`src/rtl/vault_code_entry.sv`:
```
`default_nettype none
// +--------------------------------------------------------------------------+
// | vault_code_entry                                                         |
// | Keypad front end: collects a digit code, compares it against the stored  |
// | password, emits ENTER/MATCH and enforces a lockout after repeated misses.|
// | Optional: CODE_PROGRAM_EN adds PROG to reprogram the stored code.        |
// | Revision: 1.0                                                            |
// +--------------------------------------------------------------------------+
module vault_code_entry #(
  parameter int DIGITS         = 4,
  parameter int DIGIT_W        = 4,
  parameter logic [DIGITS*DIGIT_W-1:0] DEFAULT_CODE = 16'h1234,
  parameter int MAX_TRIES      = 3,
  parameter int LOCKOUT_CYCLES = 1000
) (
  input  logic                         clk,
  input  logic                         RESETN,
  input  logic                         KEY_VALID,
  input  logic [DIGIT_W-1:0]           KEY_DIGIT,
  input  logic                         KEY_ENTER,
  input  logic                         KEY_CLEAR,
`ifdef CODE_PROGRAM_EN
  input  logic                         PROG,
`endif
  output logic                         ENTER,
  output logic                         MATCH,
  output logic [$clog2(DIGITS+1)-1:0]  DIGIT_COUNT,
  output logic                         LOCKOUT
);

  localparam int CODE_W = DIGITS * DIGIT_W;
  localparam int CNT_W  = $clog2(DIGITS + 1);
  localparam int FAIL_W = $clog2(MAX_TRIES + 1);
  localparam int LCK_W  = $clog2(LOCKOUT_CYCLES + 1);

  typedef enum logic [2:0] {
    S_IDLE    = 3'd0,
    S_COLLECT = 3'd1,
    S_CHECK   = 3'd2,
    S_REPORT  = 3'd3,
    S_LOCKOUT = 3'd4
  } state_t;

  state_t              r_state;
  logic                r_valid_cur, r_valid_prev;
  logic                r_enter_cur, r_enter_prev;
  logic                r_clear_cur, r_clear_prev;
  logic [DIGIT_W-1:0]  r_digit;
  logic [CODE_W-1:0]   r_buf;
  logic [CODE_W-1:0]   r_code;
  logic [CNT_W-1:0]    r_count;
  logic [FAIL_W-1:0]   r_fails;
  logic [LCK_W-1:0]    r_lock_cnt;
  logic                r_enter;
  logic                r_match;
  logic                r_lockout;

  logic                w_digit_ev;
  logic                w_enter_ev;
  logic                w_clear_ev;
  logic                w_full;
  logic                w_prog_ok;
  logic [FAIL_W-1:0]   w_fails_inc;

  assign w_digit_ev  = r_valid_cur & ~r_valid_prev;
  assign w_enter_ev  = r_enter_cur & ~r_enter_prev;
  assign w_clear_ev  = r_clear_cur & ~r_clear_prev;
  assign w_full      = (r_count == CNT_W'(DIGITS));
  assign w_fails_inc = (r_fails == FAIL_W'(MAX_TRIES)) ? r_fails : r_fails + 1'b1;

`ifdef CODE_PROGRAM_EN
  logic r_prog;
  // Reprogramming is only allowed right after a successful attempt with a full buffer.
  assign w_prog_ok = r_prog & w_full & r_match;
`else
  assign w_prog_ok = 1'b0;
`endif

  always_ff @(posedge clk) begin
    if (!RESETN) begin
      r_state      <= S_IDLE;
      r_valid_cur  <= 1'b0;
      r_valid_prev <= 1'b0;
      r_enter_cur  <= 1'b0;
      r_enter_prev <= 1'b0;
      r_clear_cur  <= 1'b0;
      r_clear_prev <= 1'b0;
      r_digit      <= '0;
      r_buf        <= '0;
      r_code       <= DEFAULT_CODE;
      r_count      <= '0;
      r_fails      <= '0;
      r_lock_cnt   <= '0;
      r_enter      <= 1'b0;
      r_match      <= 1'b0;
      r_lockout    <= 1'b0;
    end else begin
      r_valid_cur  <= KEY_VALID;
      r_valid_prev <= r_valid_cur;
      r_enter_cur  <= KEY_ENTER;
      r_enter_prev <= r_enter_cur;
      r_clear_cur  <= KEY_CLEAR;
      r_clear_prev <= r_clear_cur;
      r_digit      <= KEY_DIGIT;
      r_enter      <= 1'b0;

      case (r_state)
        S_IDLE, S_COLLECT: begin
          if (w_clear_ev) begin
            r_buf   <= '0;
            r_count <= '0;
            r_state <= S_IDLE;
          end else if (w_enter_ev) begin
            if (w_prog_ok) begin
              r_code  <= r_buf;
              r_buf   <= '0;
              r_count <= '0;
              r_state <= S_IDLE;
            end else begin
              r_state <= S_CHECK;
            end
          end else if (w_digit_ev && !w_full) begin
            r_buf   <= (r_buf << DIGIT_W) | CODE_W'(r_digit);
            r_count <= r_count + 1'b1;
            r_state <= S_COLLECT;
          end
        end

        S_CHECK: begin
          r_enter <= 1'b1;
          r_match <= w_full && (r_buf == r_code);
          r_buf   <= '0;
          r_count <= '0;
          r_state <= S_REPORT;
        end

        S_REPORT: begin
          if (r_match) begin
            r_fails <= '0;
            r_state <= S_IDLE;
          end else if (w_fails_inc == FAIL_W'(MAX_TRIES)) begin
            r_fails    <= w_fails_inc;
            r_lock_cnt <= '0;
            r_lockout  <= 1'b1;
            r_state    <= S_LOCKOUT;
          end else begin
            r_fails <= w_fails_inc;
            r_state <= S_IDLE;
          end
        end

        S_LOCKOUT: begin
          if (r_lock_cnt == LCK_W'(LOCKOUT_CYCLES - 1)) begin
            r_fails   <= '0;
            r_lockout <= 1'b0;
            r_state   <= S_IDLE;
          end else begin
            r_lock_cnt <= r_lock_cnt + 1'b1;
          end
        end

        default: r_state <= S_IDLE;
      endcase

`ifdef CODE_PROGRAM_EN
      r_prog <= PROG;
`endif
    end
  end

`ifdef CODE_PROGRAM_EN
  initial begin end
`endif

  assign ENTER       = r_enter;
  assign MATCH       = r_match;
  assign DIGIT_COUNT = r_count;
  assign LOCKOUT     = r_lockout;

endmodule
`default_nettype wire

```
`config.mk`:
```
export PLATFORM = sky130hd
export DESIGN_NAME = vault_code_entry
export DESIGN_NICKNAME = d
export VERILOG_FILES = /design/src/rtl/vault_code_entry.sv
export SDC_FILE = /design/constraint.sdc
export NUM_CORES = 1
export LEC_CHECK = 0
export CAP_MARGIN = 15
export CORE_UTILIZATION = 50
export CTS_CLUSTER_DIAMETER = 80
export CTS_CLUSTER_SIZE = 14
export DETAILED_ROUTE_END_ITERATION = 8
export PLACE_DENSITY = 0.7
export SLEW_MARGIN = 25
export SYNTH_ARGS = -nofsm -noshare
export SYNTH_HDL_FRONTEND = slang
export SYNTH_SLANG_ARGS = --single-unit
```
`constraint.sdc`:
```
create_clock -name clk -period 3.7 [get_ports clk]
set_input_delay 0.74 -clock clk [delete_from_list [all_inputs] [get_ports clk]]
set_output_delay 0.74 -clock clk [all_outputs]
set_load 0.05 [all_outputs]
```
==> results of run 1 <==
## worst paths after layout
path / start / to / cells past startpoint / slack [ns]
setup / recovery: DIGIT_COUNT[0]$_SDFFE_PN0P_ / DIGIT_COUNT[2]$_SDFFE_PN0P_ / 6 / 1.35
hold / removal: r_digit[2]$_SDFF_PN0_ / r_buf[2]$_SDFFE_PN0P_ / 2 / 0.45
setup reg to reg: DIGIT_COUNT[0]$_SDFFE_PN0P_ / DIGIT_COUNT[2]$_SDFFE_PN0P_ / 6 / 1.35
hold reg to reg: r_digit[2]$_SDFF_PN0_ / r_buf[2]$_SDFFE_PN0P_ / 2 / 0.45
## flip-flops by register name (all words and copies together), names as in the netlist, 2 cells and up
name and cells:
r_fails 2, r_digit 4, DIGIT_COUNT 3, r_buf 16
r_lock_cnt 10, r_state 3
## cell type report
| cell class | instances | area share, % |
|---|---|---|
| clock inverters | 3 | 0.831 |
| repair buffers | 16 | 6.87 |
| multi-input cells | 157 | 44.3 |
| inverters | 4 | 0.665 |
| well taps | 48 | 2.66 |
| clock buffers | 5 | 3.05 |
| flip-flops and latches | 47 | 41.7 |
## power groups by stage
stage          logic [uW]  clock network (uW)  registers, uW
3_5_place_dp         92.3                   0            541
4_1_cts              92.4                 314            529
3_3_place_gp         90.6                   0            540
5_1_grt               100                 336            531
6_report             90.6                 305            529
2_1_floorplan        66.2                   0            546
## critical path: stages, from the launching register on
cell and delay, ns:
dfxtp_1 0.38, inv_1 0.07, ha_1 0.19, and2_4 0.16, or4b_1 0.51, a221o_2 0.61, a31o_2 0.32
## metal layers
layer | GRT usage, % | share of wire (%) | vias to the layer above | wire length, um
met2 | 33.3 | 48 | 26 | 1820
met1 | 23.2 | 46 | 742 | 1730
li1 | - | - | 793 | -
met5 | 0 | 0 | - | 0
met3 | 3.99 | 2.6 | 10 | 99
met4 | 12.8 | 2.8 | 0 | 104
## through the flow
stage | hold WS (ns) | cell area (sq um) | worst slack, ns | total power (uW) | util (%)
2_1_floorplan | 0.420 | 2030 | 1.24 | 613 | -
3_3_place_gp | 0.424 | 2170 | 1.23 | 630 | 57.5
3_5_place_dp | 0.437 | 2170 | 1.16 | 633 | 57.5
4_1_cts | 0.450 | 2260 | 1.14 | 936 | 59.9
5_1_grt | 0.455 | 2260 | 1.23 | 967 | 59.9
6_report | 0.447 | 2260 | 1.35 | 925 | 59.9
## layout by cell type (no fill, tap or decap), types with 2 or more instances in the layout
master,Yosys,final
dfxtp_1,47,47
nand2_1,44,44
mux2i_1,18,18
clkdlybuf4s50_1,0,14
and2_1,11,11
nor2_1,10,10
nand4_1,7,7
a21oi_1,6,6
clkbuf_8,0,5
inv_1,4,4
nor4_1,4,4
nand3_1,4,4
nor2b_1,3,3
nor3b_1,3,3
nor3_1,3,3
a31oi_1,3,3
xor2_1,3,3
ha_1,3,3
o21a_1,2,2
nand3b_1,2,2
a211oi_1,2,2
or2_2,2,2
o21ai_0,2,2
nor4bb_1,2,2
a31o_2,2,2
nor4b_1,2,2
clkinv_2,0,2
buf_4,0,2
## cell families after synthesis
logic type | Yosys count
adders and majority gates | 3
AOI/OAI and AO/OA | 25
muxes | 18
xor gates and xnor gates | 4
buffers and inverters | 16
and+or+nand+nor | 107
DFF | 47
==> flow_summary.rst, run 1 <==
.. list-table::
   :header-rows: 1

   * - Metric
     - Value
   * - Status
     - complete, no violations
   * - Final cycle utilization of the critical path
     - 63.4%
   * - Net count after synthesis
     - 232
   * - Max H-tree Level
     - 2
   * - DP Cell Count
     - 272
   * - # fillers
     - 316
   * - Clock share of power
     - 33.0%
   * - Share of the yosys chip area belonging to registers
     - 46.4%
   * - Critical-path maximum fanout
     - 19
   * - Worst-margin pin slew
     - 0.841 ns
   * - P per Cell Area
     - 410 nW/um^2
   * - Post-Syn Area per Cell
     - 9.21 sq um
   * - CP Launch Type
     - flip-flop
   * - Total congestion overflow
     - 0
   * - Worst path required time
     - 3.90 ns
   * - Biggest area consumer among synthesized cells
     - dfxtp_1
   * - Layout cells sized above 1
     - 8.19%
   * - I/O pin count
     - 15
   * - Setup violation total in the final timing report
     - 0
   * - Multi-input gate area in the final layout
     - 1000 sq um
   * - Synthesized-area fraction occupied by adder cells
     - 1.85%
   * - Detailed-route DRC error count
     - 0
   * - Final Hold Vio Count
     - 0
   * - TritonCTS clock tree
     - done
   * - Relative slew slack
     - 43.8%
   * - Switching Share
     - 25.3%
   * - Share of cell area taken by muxes after synthesis
     - 8.89%
   * - Number of global-route vias before repair
     - 1512
   * - Layout-stage area growth over the synthesis result
     - 11.5%
   * - RSZ-0062 raised after global routing
     - false
   * - Number of buffer cells added on primary ports
     - 14
   * - Share of the synthesized area in the top cell type
     - 46.4%
   * - Switching power of the nets
     - 234 uW
   * - Vertical die dimension
     - 65.7 um
   * - Number of buffers added by the clock tree synthesis step
     - 5
   * - Detail-routed via count per cell
     - 5.61
   * - Number of enable flip-flop cells after synthesis
     - 0
   * - Static Leak
     - 0.000843 uW
   * - Hold-fix buffers at CTS
     - 0
   * - Endpoint kind of the worst setup timing path
     - flip-flop
   * - Final number of max-transition violations
     - 0
   * - Fraction of synthesized cell area in xor and xnor cells
     - 1.73%
   * - Yosys warnings
     - 0
   * - Root Buffer
     - clkbuf_8
   * - Worst supply voltage drop on vdd
     - 0.286 mV
   * - Floorplan row count
     - 22
   * - Via total after detailed routing
     - 1571
   * - Die width
     - 65.7 um
   * - Top cells by area in the synthesized netlist
     - dfxtp_1 (46%), mux2i_1 (8.9%), nand2_1 (8.2%)
   * - HP Class
     - reg2reg
   * - Fraction of the mapped netlist area in compound gates
     - 8.65%
   * - Register Area
     - 941 sq um
   * - Power Internal
     - 691 uW
   * - Post-Route Setup TNS
     - 0 ns
   * - Final estimated routing congestion in global placement
     - 0.862
   * - Area of the mapped netlist
     - 2030 sq um
   * - Maximum clock frequency
     - 426 MHz
   * - Clock latency on the worst-skew pair
     - 0.30 ns
   * - Global-route wire length before repair
     - 6.46 mm
   * - Floorplan die area
     - 4310 sq um
   * - Gate Count Post-Synth
     - 220
   * - Clock tree buffer depth
     - 2
   * - Routed WL per cell
     - 13.4 um
   * - Post CTS Setup Buffer Count
     - 0
   * - Async set or reset register ratio after synthesis
     - 0%
   * - Number of synthesized register bits
     - 47
   * - Shortest clock period the worst path allows after layout
     - 2.35 ns
   * - Combinational fraction of design power
     - 9.8%
   * - Simple logic cell fraction of the synthesized area
     - 28.2%
   * - Layout Nets
     - 243
   * - Diode count
     - 0
   * - Initial antenna violation count
     - 0
   * - CORE AREA
     - 3770 sq um
   * - Dominant combinational cell family by area after synthesis
     - simple AND/OR/NAND/NOR gates
   * - Reg clk slew, reported paths
     - 0.08 ns
   * - Largest net degree at the start of global routing
     - 41
   * - Worst clock skew
     - 0.00526 ns
   * - Max-cap violations
     - 0
   * - Iteration-0 DRC count of the detailed router
     - 82
   * - Most used flip-flop cell after synthesis
     - dfxtp_1
   * - Drt pass-1 iters
     - 4
   * - Crit Path Class
     - reg2reg
   * - Number of clock sinks
     - 47
   * - WL final
     - 3.76 mm
   * - Starting Density
     - 53.7%
   * - Sequential power share
     - 57.2%
   * - Number of unique standard cell types used by synthesis
     - 46
   * - CTS resizes
     - 0
   * - Detailed Place HPWL
     - 2.53 mm
   * - Antenna-violating nets left
     - 0
   * - Count of non-filler cells in the finished layout
     - 280
   * - Arrival time at the worst endpoint
     - 2.54 ns
   * - Overall fraction of global-route tracks in use
     - 20.0%
   * - Top cells by count, synth
     - dfxtp_1 (47), nand2_1 (44), mux2i_1 (18), and2_1 (11), nor2_1 (10)
   * - Most repeated cell in the gate-level netlist after synthesis
     - dfxtp_1
Power figures use the tool's default switching activity.
==> run 2, diff against run 1 <==
- clock period: 3.7 -> 2.34 ns (I/O delays scaled with it)
==> run 2 against run 1 <==
  * Global-route usage is 0.38 points higher
  * Final area is 3.2% higher
  * Setup slack worse by 1.2 ns
  * Combinational power is 63% higher
  * Sequential share of layout area shrank 1.2 points
  * Flip-flop and latch count stayed put
  * First-iteration DRC count is 59% higher
  * Critical endpoint is now DIGIT_COUNT[1]$_SDFFE_PN0P_
==> flow_summary.rst, run 2 (synthesis gave the netlist of run 1 again) <==
.. list-table::
   :header-rows: 1

   * - Metric
     - Value
   * - CP Launch Type
     - flip-flop
   * - Drt pass-1 iters
     - 4
   * - Number of global-route vias before repair
     - 1606
   * - Vertical die dimension
     - 65.7 um
   * - Largest net degree at the start of global routing
     - 41
   * - Worst-margin pin slew
     - 0.725 ns
   * - Antenna-violating nets left
     - 0
   * - Maximum clock frequency
     - 465 MHz
   * - Hold-fix buffers at CTS
     - 0
   * - Endpoint kind of the worst setup timing path
     - flip-flop
   * - Floorplan row count
     - 22
   * - RSZ-0062 raised after global routing
     - false
   * - # fillers
     - 306
   * - Total congestion overflow
     - 0
   * - Number of buffer cells added on primary ports
     - 14
   * - WL final
     - 3.78 mm
   * - Worst clock skew
     - 0.00674 ns
   * - Status
     - complete, no violations
   * - I/O pin count
     - 15
   * - Register-to-Register Path Depth
     - 7
   * - Clock share of power
     - 41.4%
   * - Critical-path maximum fanout
     - 18
   * - Minimum setup slack after placement
     - 0.204 ns
   * - PnR worst setup slack
     - 0.191 ns
   * - Register Area
     - 943 sq um
   * - Final estimated routing congestion in global placement
     - 0.845
   * - Initial antenna violation count
     - 0
   * - TritonCTS clock tree
     - done
   * - Crit Path Class
     - reg2reg
   * - Relative slew slack
     - 51.3%
   * - Combinational fraction of design power
     - 8.8%
   * - WHS Path Cells
     - 2
   * - CORE AREA
     - 3770 sq um
   * - Detailed-route DRC error count
     - 0
   * - Reg clk slew, reported paths
     - 0.09 ns
   * - Max H-tree Level
     - 2
   * - Die width
     - 65.7 um
   * - CTS resizes
     - 0
   * - Routed WL per cell
     - 13.3 um
   * - Global-route wire length before repair
     - 6.76 mm
   * - Hold Path Origin
     - r_digit[0]$_SDFF_PN0_
   * - Clock tree buffer depth
     - 2
   * - Floorplan die area
     - 4310 sq um
   * - Worst supply voltage drop on vdd
     - 0.503 mV
   * - Sink of the worst hold path
     - r_buf[0]$_SDFFE_PN0P_
   * - Diode count
     - 0
   * - Layout cells sized above 1
     - 9.79%
   * - Switching Share
     - 22.0%
   * - Register-to-register setup slack
     - 0.19 ns
   * - Clock latency on the worst-skew pair
     - 0.30 ns
   * - Final number of max-transition violations
     - 0
   * - HP Class
     - reg2reg
   * - Reg-to-Reg Start
     - DIGIT_COUNT[0]$_SDFFE_PN0P_
   * - Max-cap violations
     - 0
   * - Detail-routed via count per cell
     - 5.67
   * - Root Buffer
     - clkbuf_8
   * - P per Cell Area
     - 722 nW/um^2
   * - Static Leak
     - 0.000875 uW
   * - Layout Nets
     - 246
   * - Register name with the most flops
     - r_buf
   * - Power Internal
     - 1310 uW
   * - Multi-input gate area in the final layout
     - 998 sq um
   * - Worst path required time
     - 2.51 ns
   * - Starting Density
     - 53.7%
   * - Overall fraction of global-route tracks in use
     - 20.4%
   * - Post-Route Setup TNS
     - 0 ns
   * - Final Hold Vio Count
     - 0
   * - Detailed Place HPWL
     - 2.54 mm
   * - Setup violation total in the final timing report
     - 0
   * - Overall power of the completed layout
     - 1680 uW
   * - Biggest registers after layout
     - r_buf: 16 flops, r_lock_cnt: 10 flops, r_digit: 4 flops
   * - Arrival time at the worst endpoint
     - 2.32 ns
   * - Sequential power share
     - 49.8%
   * - Post CTS Setup Buffer Count
     - 0
   * - Number of clock sinks
     - 47
   * - Flip-flop count of the largest register after layout
     - 16
   * - Shortest clock period the worst path allows after layout
     - 2.15 ns
   * - Iteration-0 DRC count of the detailed router
     - 130
   * - Final cycle utilization of the critical path
     - 91.9%
   * - Via total after detailed routing
     - 1605
   * - Switching power of the nets
     - 370 uW
   * - Reg-to-Reg End
     - DIGIT_COUNT[1]$_SDFFE_PN0P_
   * - Number of buffers added by the clock tree synthesis step
     - 5
   * - Most common cell after layout, fill and taps aside
     - dfxtp_1
   * - Layout-stage area growth over the synthesis result
     - 15.1%
   * - Top library cells by usage in the layout, fill and taps aside
     - dfxtp_1 (45), nand2_1 (44), mux2i_1 (18)
[run 2: changes by cell type in the layout (fill, tap and decap cells not counted), sizes merged]
cell	change
buf	+3
bufinv	+2
clkinv	-2
clkinvlp	+1
inv	-1
[run 2: worst max-delay path, stage by stage (launching register included)]
cell	delay, ns
dfxtp_2	0.36
inv_1	0.06
ha_1	0.19
and2_4	0.16
or4b_1	0.50
a221o_1	0.36
buf_4	0.24
mux2i_1	0.15
[run 2: metal layers]
metal,up-vias,global-route usage [%],wire (um)
li1,795,-,-
met1,775,22.3,1660
met2,28,35.8,1910
met3,7,5.90,139
met4,0,9.51,70
met5,-,0,0
[run 2: stage by stage]
stage	cells	util [%]	cell area, sq um	hold slack [ns]
floorplan	220	-	2030	0.420
global placement	275	58.2	2190	0.423
detailed placement	275	58.2	2190	0.432
CTS	283	61.8	2330	0.446
global route	283	61.8	2330	0.469
finish	283	61.8	2330	0.440
[run 2: final cells by class]
class | instances | share of cell area [%]
flip-flops and latches | 47 | 40.5
repair buffers | 19 | 7.62
multi-input cells | 157 | 42.8
clock buffers | 5 | 2.95
clock inverters | 3 | 2.90
well taps | 48 | 2.58
inverters | 4 | 0.644
[run 2: power by group through the flow]
stage | logic (uW) | registers [uW] | clock network, uW
5_1_grt | 164 | 842 | 753
4_1_cts | 150 | 838 | 717
3_5_place_dp | 149 | 856 | 0
3_3_place_gp | 146 | 855 | 0
6_report | 148 | 837 | 697
2_1_floorplan | 105 | 865 | 0
[run 2: how the worst max path moves through the flow]
stage	startpoint	to	cells past startpoint
4_1_cts	DIGIT_COUNT[0]$_SDFFE_PN0P_	DIGIT_COUNT[1]$_SDFFE_PN0P_	7
3_3_place_gp	DIGIT_COUNT[0]$_SDFFE_PN0P_	DIGIT_COUNT[0]$_SDFFE_PN0P_	7
5_1_grt	DIGIT_COUNT[0]$_SDFFE_PN0P_	DIGIT_COUNT[1]$_SDFFE_PN0P_	7
6_report	DIGIT_COUNT[0]$_SDFFE_PN0P_	DIGIT_COUNT[1]$_SDFFE_PN0P_	7
3_5_place_dp	DIGIT_COUNT[0]$_SDFFE_PN0P_	DIGIT_COUNT[1]$_SDFFE_PN0P_	7
2_1_floorplan	DIGIT_COUNT[0]$_SDFFE_PN0P_	r_buf[10]$_SDFFE_PN0P_	8
